===== config.mk =====
export PLATFORM = sky130hd
export DESIGN_NAME = maxnet_host_flat
export DESIGN_NICKNAME = d
export VERILOG_FILES = /design/src/rtl/maxnet_host_if.sv /design/src/rtl/maxnet_host.sv /design/src/flat_wrapper.sv
export SDC_FILE = /design/constraint.sdc
export NUM_CORES = 1
export LEC_CHECK = 0
export ABC_AREA = 0
export CAP_MARGIN = 40
export CORE_MARGIN = 5
export CORE_UTILIZATION = 45
export CTS_CLUSTER_DIAMETER = 100
export DETAILED_ROUTE_END_ITERATION = 10
export PLACE_DENSITY_LB_ADDON = 0.12
export REMOVE_ABC_BUFFERS = 1
export SETUP_SLACK_MARGIN = 0.02
export SLEW_MARGIN = 20
export SYNTH_ARGS = -nofsm -noshare
export SYNTH_HDL_FRONTEND = slang
export SYNTH_SLANG_ARGS = --single-unit

===== constraint.sdc =====
create_clock -name clk -period 1.7 [get_ports clk]
set_clock_uncertainty 0.1 [all_clocks]
set_input_delay 0.34 -clock clk [delete_from_list [all_inputs] [get_ports clk]]
set_output_delay 0.34 -clock clk [all_outputs]
set_load 0.01 [all_outputs]

===== src/rtl/maxnet_host_if.sv =====
// Job/result handshake bundle between a job source, a result sink and maxnet_host.
// The host-side driver uses the slave modport; the job source/result sink uses master.
interface maxnet_host_if #(
    parameter int N_IN   = 4,
    parameter int DATA_W = 8,
    parameter int RES_W  = 5
);
    logic                   job_valid;
    logic                   job_ready;
    logic [N_IN*DATA_W-1:0] job_data;
    logic                   res_valid;
    logic                   res_ready;
    logic [RES_W-1:0]       res_data;

    modport master (
        output job_valid, job_data, res_ready,
        input  job_ready, res_valid, res_data
    );

    modport slave (
        input  job_valid, job_data, res_ready,
        output job_ready, res_valid, res_data
    );
endinterface


===== src/rtl/maxnet_host.sv =====
// Host-side driver for maxnet: load N_IN values into its input memory, pulse start, capture the winner.
// Optional WAIT abort counter enabled by defining MAXNET_HOST_TIMEOUT_EN.
module maxnet_host #(
    parameter int N_IN    = 4,
    parameter int DATA_W  = 8,
    parameter int RES_W   = 5,
    parameter int TIMEOUT = 1023
) (
    input  logic                    clk,
    input  logic                    rst,
    maxnet_host_if.slave            host,
    output logic                    mem_we,
    output logic [$clog2(N_IN)-1:0] mem_addr,
    output logic [DATA_W-1:0]       mem_wdata,
    output logic                    mn_start,
    input  logic                    mn_done,
    input  logic [RES_W-1:0]        mn_result,
    output logic                    busy,
    output logic                    timeout
);
    localparam int AW = $clog2(N_IN);

    typedef enum logic [2:0] {IDLE, LOAD, START, WAIT, OUT} state_t;

    state_t                 state_reg, state_next;
    logic [N_IN*DATA_W-1:0] job_reg, job_next;
    logic [DATA_W-1:0]      vals [N_IN];
    logic                   job_ready_reg, job_ready_next;
    logic                   mem_we_reg, mem_we_next;
    logic [AW-1:0]          mem_addr_reg, mem_addr_next, addr_inc;
    logic [DATA_W-1:0]      mem_wdata_reg, mem_wdata_next;
    logic                   mn_start_reg, mn_start_next;
    logic                   res_valid_reg, res_valid_next;
    logic [RES_W-1:0]       res_data_reg, res_data_next;
    logic                   busy_reg, busy_next;
    logic                   accept;
    logic                   last_write;
    logic                   wait_abort;

    genvar gi;
    generate
        for (gi = 0; gi < N_IN; gi++) begin : g_unpack
            assign vals[gi] = job_reg[gi*DATA_W +: DATA_W];
        end
    endgenerate

    assign addr_inc   = mem_addr_reg + 1'b1;
    assign last_write = (mem_addr_reg == AW'(N_IN - 1));

`ifdef MAXNET_HOST_TIMEOUT_EN
    localparam int CW = $clog2(TIMEOUT + 1);

    logic [CW-1:0] wait_cnt_reg;
    logic          timeout_reg;

    // Counter is 0 in the first WAIT cycle, so the abort fires at the end of the TIMEOUT-th cycle.
    assign wait_abort = (state_reg == WAIT) && !mn_done && (wait_cnt_reg == CW'(TIMEOUT - 1));

    always_ff @(posedge clk) begin
        if (!rst) begin
            wait_cnt_reg <= '0;
            timeout_reg  <= 1'b0;
        end else begin
            wait_cnt_reg <= (state_reg == WAIT) ? wait_cnt_reg + 1'b1 : '0;
            if (accept)
                timeout_reg <= 1'b0;
            else if (wait_abort)
                timeout_reg <= 1'b1;
        end
    end

    assign timeout = timeout_reg;
`else
    assign wait_abort = 1'b0;
    // Constant 0; the comparison only keeps TIMEOUT referenced in this build.
    assign timeout    = (TIMEOUT < 0);
`endif

    always_comb begin
        state_next     = state_reg;
        job_next       = job_reg;
        job_ready_next = job_ready_reg;
        mem_we_next    = 1'b0;
        mem_addr_next  = mem_addr_reg;
        mem_wdata_next = mem_wdata_reg;
        mn_start_next  = 1'b0;
        res_valid_next = res_valid_reg;
        res_data_next  = res_data_reg;
        accept         = 1'b0;

        case (state_reg)
            IDLE: begin
                job_ready_next = 1'b1;
                if (host.job_valid && job_ready_reg) begin
                    // Address 0 is issued straight from the bus so the first write lands at edge 1.
                    accept         = 1'b1;
                    job_next       = host.job_data;
                    job_ready_next = 1'b0;
                    mem_we_next    = 1'b1;
                    mem_addr_next  = '0;
                    mem_wdata_next = host.job_data[DATA_W-1:0];
                    state_next     = LOAD;
                end
            end
            LOAD: begin
                if (last_write) begin
                    mn_start_next = 1'b1;
                    state_next    = START;
                end else begin
                    mem_we_next    = 1'b1;
                    mem_addr_next  = addr_inc;
                    mem_wdata_next = vals[addr_inc];
                end
            end
            START: begin
                state_next = WAIT;
            end
            WAIT: begin
                if (mn_done) begin
                    res_data_next  = mn_result;
                    res_valid_next = 1'b1;
                    state_next     = OUT;
                end else if (wait_abort) begin
                    res_data_next  = '1;
                    res_valid_next = 1'b1;
                    state_next     = OUT;
                end
            end
            OUT: begin
                if (host.res_ready) begin
                    res_valid_next = 1'b0;
                    job_ready_next = 1'b1;
                    state_next     = IDLE;
                end
            end
            default: begin
                state_next = IDLE;
            end
        endcase

        busy_next = (state_next != IDLE);
    end

    always_ff @(posedge clk) begin
        if (!rst) begin
            state_reg     <= IDLE;
            job_reg       <= '0;
            job_ready_reg <= 1'b0;
            mem_we_reg    <= 1'b0;
            mem_addr_reg  <= '0;
            mem_wdata_reg <= '0;
            mn_start_reg  <= 1'b0;
            res_valid_reg <= 1'b0;
            res_data_reg  <= '0;
            busy_reg      <= 1'b0;
        end else begin
            state_reg     <= state_next;
            job_reg       <= job_next;
            job_ready_reg <= job_ready_next;
            mem_we_reg    <= mem_we_next;
            mem_addr_reg  <= mem_addr_next;
            mem_wdata_reg <= mem_wdata_next;
            mn_start_reg  <= mn_start_next;
            res_valid_reg <= res_valid_next;
            res_data_reg  <= res_data_next;
            busy_reg      <= busy_next;
        end
    end

    assign host.job_ready = job_ready_reg;
    assign host.res_valid = res_valid_reg;
    assign host.res_data  = res_data_reg;
    assign mem_we         = mem_we_reg;
    assign mem_addr       = mem_addr_reg;
    assign mem_wdata      = mem_wdata_reg;
    assign mn_start       = mn_start_reg;
    assign busy           = busy_reg;
endmodule


===== src/flat_wrapper.sv =====
// flat-port wrapper written by rule: the top's interface ports become plain ports
module maxnet_host_flat 
#(
    parameter int N_IN    = 4,
    parameter int DATA_W  = 8,
    parameter int RES_W   = 5,
    parameter int TIMEOUT = 1023
)
  (clk, rst, mem_we, mem_addr, mem_wdata, mn_start, mn_done, mn_result, busy, timeout, host_job_valid, host_job_data, host_res_ready, host_job_ready, host_res_valid, host_res_data);
  maxnet_host_if #(.N_IN(N_IN), .DATA_W(DATA_W), .RES_W(RES_W)) host_i ();
  input  logic clk;
  input  logic rst;
  output logic mem_we;
  output logic [$clog2(N_IN)-1:0] mem_addr;
  output logic [DATA_W-1:0] mem_wdata;
  output logic mn_start;
  input  logic mn_done;
  input  logic [RES_W-1:0] mn_result;
  output logic busy;
  output logic timeout;
  input wire logic [$bits(host_i.job_valid)-1:0] host_job_valid;
  input wire logic [$bits(host_i.job_data)-1:0] host_job_data;
  input wire logic [$bits(host_i.res_ready)-1:0] host_res_ready;
  output wire logic [$bits(host_i.job_ready)-1:0] host_job_ready;
  output wire logic [$bits(host_i.res_valid)-1:0] host_res_valid;
  output wire logic [$bits(host_i.res_data)-1:0] host_res_data;
  assign host_i.job_valid = host_job_valid;
  assign host_i.job_data = host_job_data;
  assign host_i.res_ready = host_res_ready;
  assign host_job_ready = host_i.job_ready;
  assign host_res_valid = host_i.res_valid;
  assign host_res_data = host_i.res_data;
  maxnet_host #(.N_IN(N_IN), .DATA_W(DATA_W), .RES_W(RES_W), .TIMEOUT(TIMEOUT)) u_core (.clk(clk), .rst(rst), .host(host_i), .mem_we(mem_we), .mem_addr(mem_addr), .mem_wdata(mem_wdata), .mn_start(mn_start), .mn_done(mn_done), .mn_result(mn_result), .busy(busy), .timeout(timeout));
endmodule

=== Yosys cells after proc, flatten, opt, wreduce, memory -nomap -nowiden ===
Cells that the tools add are included.

* Add/subtract/negate cells: 1
* $lt $le $gt $ge: 1
* Equal/unequal tests: 9
* Multiplexer cells: 24
* Bitwise operators: 1
* Reductions and logical operators: 12

{| class="wikitable"
|+ Operators by type and width
! operator !! count
|-
| two-way mux 8 bit || 4
|-
| binary-select mux 8 bit (select 2 bit) || 1
|-
| one-hot mux 8 bit (2 select lines) || 1
|-
| one-hot mux 3 bit (5 select lines) || 1
|-
| two-way mux 3 bit || 4
|-
| AND reduction 2 bit || 4
|-
| two-way mux 1 bit || 7
|-
| == test 3 x 2 -> 1 bit, second input constant || 2
|-
| != test 2 bit, second input constant || 3
|-
| one-hot mux 1 bit (2 select lines) || 3
|-
| AND reduction 3 bit || 2
|-
| nonzero test 2 bit || 3
|-
| two-way mux 2 bit || 2
|-
| one-hot mux 2 bit (2 select lines) || 1
|-
| == test 3 x 1 -> 1 bit, second input constant || 1
|-
| == test 3 bit, second input constant || 1
|-
| >= comparator 3 bit, second input constant || 1
|-
| zero test 3 bit || 1
|-
| NOT 2 -> 3 bit || 1
|-
| nonzero test 3 bit || 1
|-
| adder 2 x 1 -> 2 bit, second input constant || 1
|-
| == test 2 bit, second input constant || 1
|-
| != test 2 x 1 -> 1 bit, second input constant || 1
|-
| logical AND 1 bit || 1
|}

* Flip-flop bits (word level): 55
* Input bits: 42
* Output and inout port bits: 21
* Word-level logic and storage cells: 58

=== Depth between registers and ports, before layout ===
* Word-level depth: 7
* Gate-level depth with buffers: 5
* Depth with buffers taken out: 4

=== Worst setup path after synthesis ===
Ideal clock, no wire load.

* Kind: reg-to-reg
* Start point: reg u_core.mem_addr_reg[0] (netlist: u_core.mem_addr[0])
* End point: reg u_core.mem_wdata_reg[0] (netlist: u_core.mem_wdata[0])
* Setup time: 0.140 ns
* Arrival: 1.429 ns
* Required time: 1.460 ns
* Path slack: 0.031 ns
* Cell stages (with the launch flop): 6
* Buffers on the path: 1
* Period minus slack after synthesis: 1.669 ns
* Cells stage by stage: dfxtp_1 > ha_1 > buf_4 > mux4_2 > nand2_1 > a311oi_1

* Word-level cells in the longest chain between the ends: 7
* Elaborated cells on any way between the ends: 10
* Classes of those cells: add/sub: 1; eq/ne: 2; mux: 5; bitwise: 1; reduce/logical: 1

{| class="wikitable"
|+ RTL lines
! what !! line !! RTL
|-
| start, declared || maxnet_host.sv:30 || <nowiki>logic [AW-1:0] mem_addr_reg, mem_addr_next, addr_inc;</nowiki>
|-
| start signal, assigned || maxnet_host.sv:161 || <nowiki>mem_addr_reg <= mem_addr_next;</nowiki>
|-
| adder 2 x 1 -> 2 bit || maxnet_host.sv:47 || <nowiki>assign addr_inc = mem_addr_reg + 1'b1;</nowiki>
|-
| NOT 2 -> 3 bit (implied by the code) || maxnet_host.sv:112 || <nowiki>mem_wdata_next = vals[addr_inc];</nowiki>
|-
| binary-select mux 8 bit (select 2 bit) || maxnet_host.sv:112 ||
|-
| two-way mux 8 bit (implied by the code) (2 in series) || maxnet_host.sv:112 ||
|-
| two-way mux 8 bit || maxnet_host.sv:106 || <nowiki>if (last_write) begin</nowiki>
|-
| one-hot mux 8 bit (2 select lines) || maxnet_host.sv:91 || <nowiki>case (state_reg)</nowiki>
|-
| end signal, assigned || maxnet_host.sv:162 || <nowiki>mem_wdata_reg <= mem_wdata_next;</nowiki>
|-
| end, declared || maxnet_host.sv:31 || <nowiki>logic [DATA_W-1:0] mem_wdata_reg, mem_wdata_next;</nowiki>
|}

Parallel ways exist; a longest one is shown, timed or not. The select of a mux whose other input is x is not followed.
A chain may end at the register's enable or synchronous reset.

=== Final worst setup path ===
* Start point: reg u_core.mem_addr_reg[1] (netlist: u_core.mem_addr[1])
* End point: reg u_core.mem_wdata_reg[5] (netlist: u_core.mem_wdata[5])

The elaborated chain is that of the path after synthesis.

==> metrics <==
status finished clean; global-route wire length before repair ~11000 microns; Critical Path AT 1.75 ns; max reg flops 32; Min Hold Slack between 0.3 and 0.4 ns; initial core utilization 47.1%; critical path, cell by cell ha_4 -> buf_8 -> mux4_2 -> nand2_1 -> a311oi_1; Critical Path Start u_core.mem_addr[1]; TritonCTS clock tree built; All-Layer GR Usage 18.0%; top_reg_cell synth dfxtp_1; CTS Buf Count 5; clock-pin slew on the worst setup and hold paths 0.10 ns; vias in the first global route about 2200; Rows 26; Post-DP HPWL 4390 microns; Mapped Cells 271; Final Non-Filler Cells ~400; Clk Latency, worst-skew pair 0.30 ns; H-tree depth 2; worst ir drop on vdd roughly 0.00046 V; Syn Std Cell Area 0.00245 sq mm; reg2reg start u_core.mem_addr[1]; number of remaining DRC errors 0; CP endpoint kind register; CP Max Fanout 6; slowest cell on the critical path mux4_2; layout cells sized above 1 15.1%; diodes inserted 0; Cell Pwr Density 780 mW/mm^2; most frequent cell after synthesis dfxtp_1; R2R depth 5; Post-synth EDFFs 0; register bit count reported by yosys between 50 and 60; largest net degree at the start of global routing 34; final worst setup slack roughly 0.044 ns; gpl congestion 0.780; RSZ-0062 raised after global routing yes; # hold bufs at CTS 0; 1st-pass router iterations 4; worst slack at placement -0.113 ns; initial drt markers 178; Critical Path End u_core.mem_wdata[5]; # IOs 63; Critical Path Stages 5; end of the worst register-to-register path u_core.mem_wdata[5]; CP Class reg2reg; Nets ~380; Worst EP required 1.79 ns; largest stage delay on the critical path 0.51 ns; highest clock rate 604 MHz; Final Setup Violations 0; post-synthesis cell type count 40; core area about 0.0052 sq mm; dominant cell type by area after synthesis dfxtp_1; Yosys top cell area share between 40% and 50%; WL final 6300 microns; total of max-cap violations 0; sequential area share after synthesis between 40% and 50%; Inst Count DP between 300 and 400; I/O Buffers 61; Routed Antenna Nets 0; Fin Setup TNS 0 ns; Slew Viols, Final 0; most frequent cells after synthesis dfxtp_1, a21oi_1, o21ai_0; clk root buf clkbuf_8; static leakage 1.29 nW; die height ~84 microns; die area 0.00702 sq mm; fin crit share 97.4%; CP bufs+invs 1; area grow syn2layout 36.8%; Tmin final 1.66 ns; vias per cell between 5 and 6; die width 83.8 microns; Clock Sinks 55; Reg2Reg Setup Slack 0.04 ns; ys async rst share 0%; top post-synthesis cells by area dfxtp_1, a21oi_1, mux4_2; antenna violations before repair 0; Syn Area/Cell 9.04 sq um; Top delay family on crit path multiplexers; Yosys Warn Count 0; Worst setup SP type register; gr ovfl total 0; Clock Path Buffers 2; worst hold path type reg2reg; via count 2311; Avg WL per Cell 15.5 microns; final hold violations 0
## per-layer routing
| layer | GRT usage (%) | vias to the layer above | routed length [microns] |
|---|---|---|---|
| met2 | 29.3 | 81 | 3090 |
| met4 | 4.97 | 0 | 40 |
| met3 | 3.36 | 6 | 414 |
| li1 | - | 1126 | - |
| met1 | 24.3 | 1098 | 2750 |
| met5 | 0 | - | 0 |
## final cells by class
type                       count  area [sq um]
fill                         481          1850
sequential                    55          1100
clock buffer                   6          72.6
multi-input combinational    188          1220
timing repair buffer          85           846
clock inverter                 2          12.5
inverter                       1          3.75
tap                           70          87.6
## report_power, final
part | internal, mW | total (mW) | switching, mW | leakage (nW)
logic | 0.283 | 0.505 | 0.222 | 0.801
registers | 1.36 | 1.41 | 0.0437 | 0.450
clock network | 0.289 | 0.704 | 0.415 | 0.0412
total | 1.93 | 2.62 | 0.680 | 1.29
## cells by family after synthesis
kind of cell	Yosys count	synth area share, %
multiplexers	13	9.39
AO/OA/AOI/OAI	96	22.1
other	1	0.153
flip-flops	55	44.9
adder cells (fa/ha/maj)	1	0.510
AND/OR/NAND/NOR	77	17.1
buffers and inverters	28	5.82
## worst min path at each step
stage / startpoint / endpoint / slack (ns) / cells after the start
4_1_cts: u_core.job_reg[0] / u_core.job_reg[0] / 0.38 / 2
3_5_place_dp: u_core.job_reg[0] / u_core.job_reg[0] / 0.36 / 2
2_1_floorplan: u_core.job_reg[0] / u_core.job_reg[0] / 0.35 / 2
5_1_grt: u_core.job_reg[28] / u_core.job_reg[28] / 0.39 / 2
6_report: u_core.job_reg[17] / u_core.job_reg[17] / 0.38 / 2
3_3_place_gp: u_core.job_reg[4] / u_core.job_reg[4] / 0.36 / 2
## layout by cell type (no fill, tap or decap), drive strengths merged
cell           instances
a2111oi                1
a211oi                 1
a21o                   1
a21oi                 40
a311oi                 8
a31oi                  8
and2                   1
and3                   1
and3b                  1
buf                   24
clkbuf                 6
clkdlybuf4s50         54
clkinv                 2
clkinvlp               1
conb                   1
dfxtp                 55
dlygate4sd2            3
dlymetal6s2s           4
ha                     1
mux2i                  5
mux4                   8
nand2                 21
nand2b                 3
nand3                 32
nand3b                 1
nand4                  1
nand4b                 2
nor2                   7
nor3                   2
nor3b                  1
nor4                   1
o21ai                 33
o31a                   1
o31ai                  3
or2                    1
or3                    1
or3b                   1
## timing repair
action	CTS	global route
hold endpoints to repair	0	0
endpoints found under the setup margin	8	13
buffers inserted	0	0
resized for setup	6	10
## worst reg2reg max path, cell delays in order, from the launching register on
cell and delay (ns):
dfxtp_2 0.35, ha_4 0.29, buf_8 0.13, mux4_2 0.51
nand2_1 0.09, a311oi_1 0.08
## through the flow
step | util [%] | instance area [sq um] | power [mW]
2_1_floorplan | - | 2310 | 1.65
3_3_place_gp | 62.0 | 3230 | 1.93
3_5_place_dp | 62.0 | 3230 | 1.93
4_1_cts | 63.9 | 3330 | 2.62
5_1_grt | 64.4 | 3350 | 2.73
6_report | 64.4 | 3350 | 2.62
Note: power is estimated with default switching activity, not from simulation.
==> variant: new RTL, same flow settings <==
Re-encode `state_t` (5 states) as one-hot, 5 bits wide.
--- a/src/rtl/maxnet_host.sv
+++ b/src/rtl/maxnet_host.sv
@@ -21,5 +21,5 @@
     localparam int AW = $clog2(N_IN);
 
-    typedef enum logic [2:0] {IDLE, LOAD, START, WAIT, OUT} state_t;
+    typedef enum logic [4:0] {IDLE = 5'b00001, LOAD = 5'b00010, START = 5'b00100, WAIT = 5'b01000, OUT = 5'b10000} state_t;
 
     state_t                 state_reg, state_next;
Behaviour: no difference found for any inputs over 10 cycles, from zero or initial values and one cycle with rst low; not proved beyond that.
==> variant against the original RTL <==
The run now ends with setup timing left; cell count up 4.7%; worst hold slack worse by 27 ps; sequential share of layout area down 3.1 points; routed wire length up 7.8%; maximum frequency down 11%; final area up 14%; sequential cell count up 2; total power up 27%; synthesized area down 2.8%; global-route usage up 2.0 points; setup slack worse by 210 ps; largest cell class unchanged.
==> variant: results <==
metrics = {
    "grt": {
        "grt_max_degree": 32,
        "gr-usage-all-layers_pct": 20.0,
        "grt_pass1_wl_um": 10000,
    },
    "route": {
        "vias_after_detailed_routing": 2251,
        "detail_route.wirelength_um": 6790,
        "avgRoutedWirePerCell_um": 15.9,
    },
    "placement": {
        "place_worst_setup_slack_ps": -212,
        "post-place-cells": 408,
        "final_weighted_congestion_in_routability_driven_placement": 0.836,
        "placed_cell_area_um2": 3230,
    },
    "synthesis": {
        "synth_xor_area_share_pct": 0.367,
        "synth_common_cells": "sky130_fd_sc_hd__nand2_1 (67), sky130_fd_sc_hd__dfxtp_1 (57), sky130_fd_sc_hd__a21oi_1 (48), sky130_fd_sc_hd__mux2i_1 (13), sky130_fd_sc_hd__nor2_1 (9)",
        "synth_top_cells_by_area": "sky130_fd_sc_hd__dfxtp_1 (48%), sky130_fd_sc_hd__nand2_1 (11%), sky130_fd_sc_hd__a21oi_1 (10%)",
        "syn_inst": 264,
        "synth_fa_ha_area_share_pct": 0.525,
        "ys_seq_area_share_pct": 47.9,
        "synthDistinctLibCells": 33,
        "synth_compound_area_share_pct": 15.0,
    },
    "pwr": {
        "switching_fraction_pct": 27.2,
        "pwr.group.clock_mw": 1.17,
        "standby_leakage_power_nw": 1.62,
        "comb_pwr_share_pct": 20.3,
    },
    "critical_path": {
        "critical-path-max-stage-delay_ps": 550,
        "dominant_delay_contributor_by_cell_family_on_the_critical_path": "simple AND/OR/NAND/NOR gates",
        "critical_path_peak_fanout": 7,
        "worst_ep_arrival_time_ps": 2040,
    },
    "run_status": {
        "violations": "setup timing",
        "run_status": "complete, but fails checks",
    },
    "cts": {
        "cts_buffers": 9,
        "cts-root-to-sink-buffers": 2,
        "worstSkewPairLatency_ps": 350,
        "htree_num_levels": 3,
    },
    "sta": {
        "totalNegativeSetupSlack_ps": -5270,
        "setup-violations-final": 46,
        "final_critical_path_setup_slack_ps": -161,
    },
    "final_layout": {
        "post_route_cells_drive_above_1_share_pct": 32.9,
        "fin_nets": 395,
        "fillCellCount": 391,
    },
}
[variant: cell count changes after synthesis, sizes merged, moves of 7 or more]
cell and delta:
nand2 +47, o21ai -31, nand3 -30, a21oi +8
a311oi -8, mux2i +8, a31oi -7
[variant: routing by layer]
layer	track usage [%]	share of wire (%)	vias up
met1	24.0	43	1089
li1	-	-	1095
met5	0	0	-
met2	32.6	49	56
met3	7.45	5.5	11
met4	7.35	1.6	0
[variant: layout make-up]
type                    count  area, um2  area share, %
clock buffers              12        165           4.31
flip-flops and latches     57       1140           29.8
well taps                  70       87.6           2.28
multi-input cells         183       1400           36.5
inverters                   5       18.8          0.489
repair buffers             96       1000           26.2
clock inverters             3       15.0          0.391
[variant: kinds of logic after synthesis]
kind of cell,count (synthesis)
XOR/XNOR,1
adder cells (fa/ha/maj),1
buffers and inverters,24
other,1
flip-flops,57
AO/OA/AOI/OAI,64
multiplexers,21
AND/OR/NAND/NOR,95
[variant: timing repair]
| action | 4_1_cts | 5_1_grt |
|---|---|---|
| endpoints found under the setup margin | 56 | 55 |
| hold buffers | 0 | 0 |
| setup buffers | 2 | 0 |
| pin swaps | 3 | 17 |
| resized for setup | 42 | 66 |
| cloned | 1 | 0 |
[variant: path summary, 6_finish.rpt]
check,from,end,slack [ps],depth (start not counted)
worst max-delay path,u_core.state_reg[3],u_core.job_reg[4],-160,7
worst max register to register,u_core.state_reg[3],u_core.job_reg[4],-160,7
worst min-delay path,u_core.host.res_valid,u_core.host.res_valid,350,2
worst min register to register,u_core.host.res_valid,u_core.host.res_valid,350,2
[variant: tightest hold or removal path, stage by stage (launching register included)]
cell                      delay (ps)
sky130_fd_sc_hd__dfxtp_1         310
sky130_fd_sc_hd__inv_1            50
sky130_fd_sc_hd__a21oi_1          50
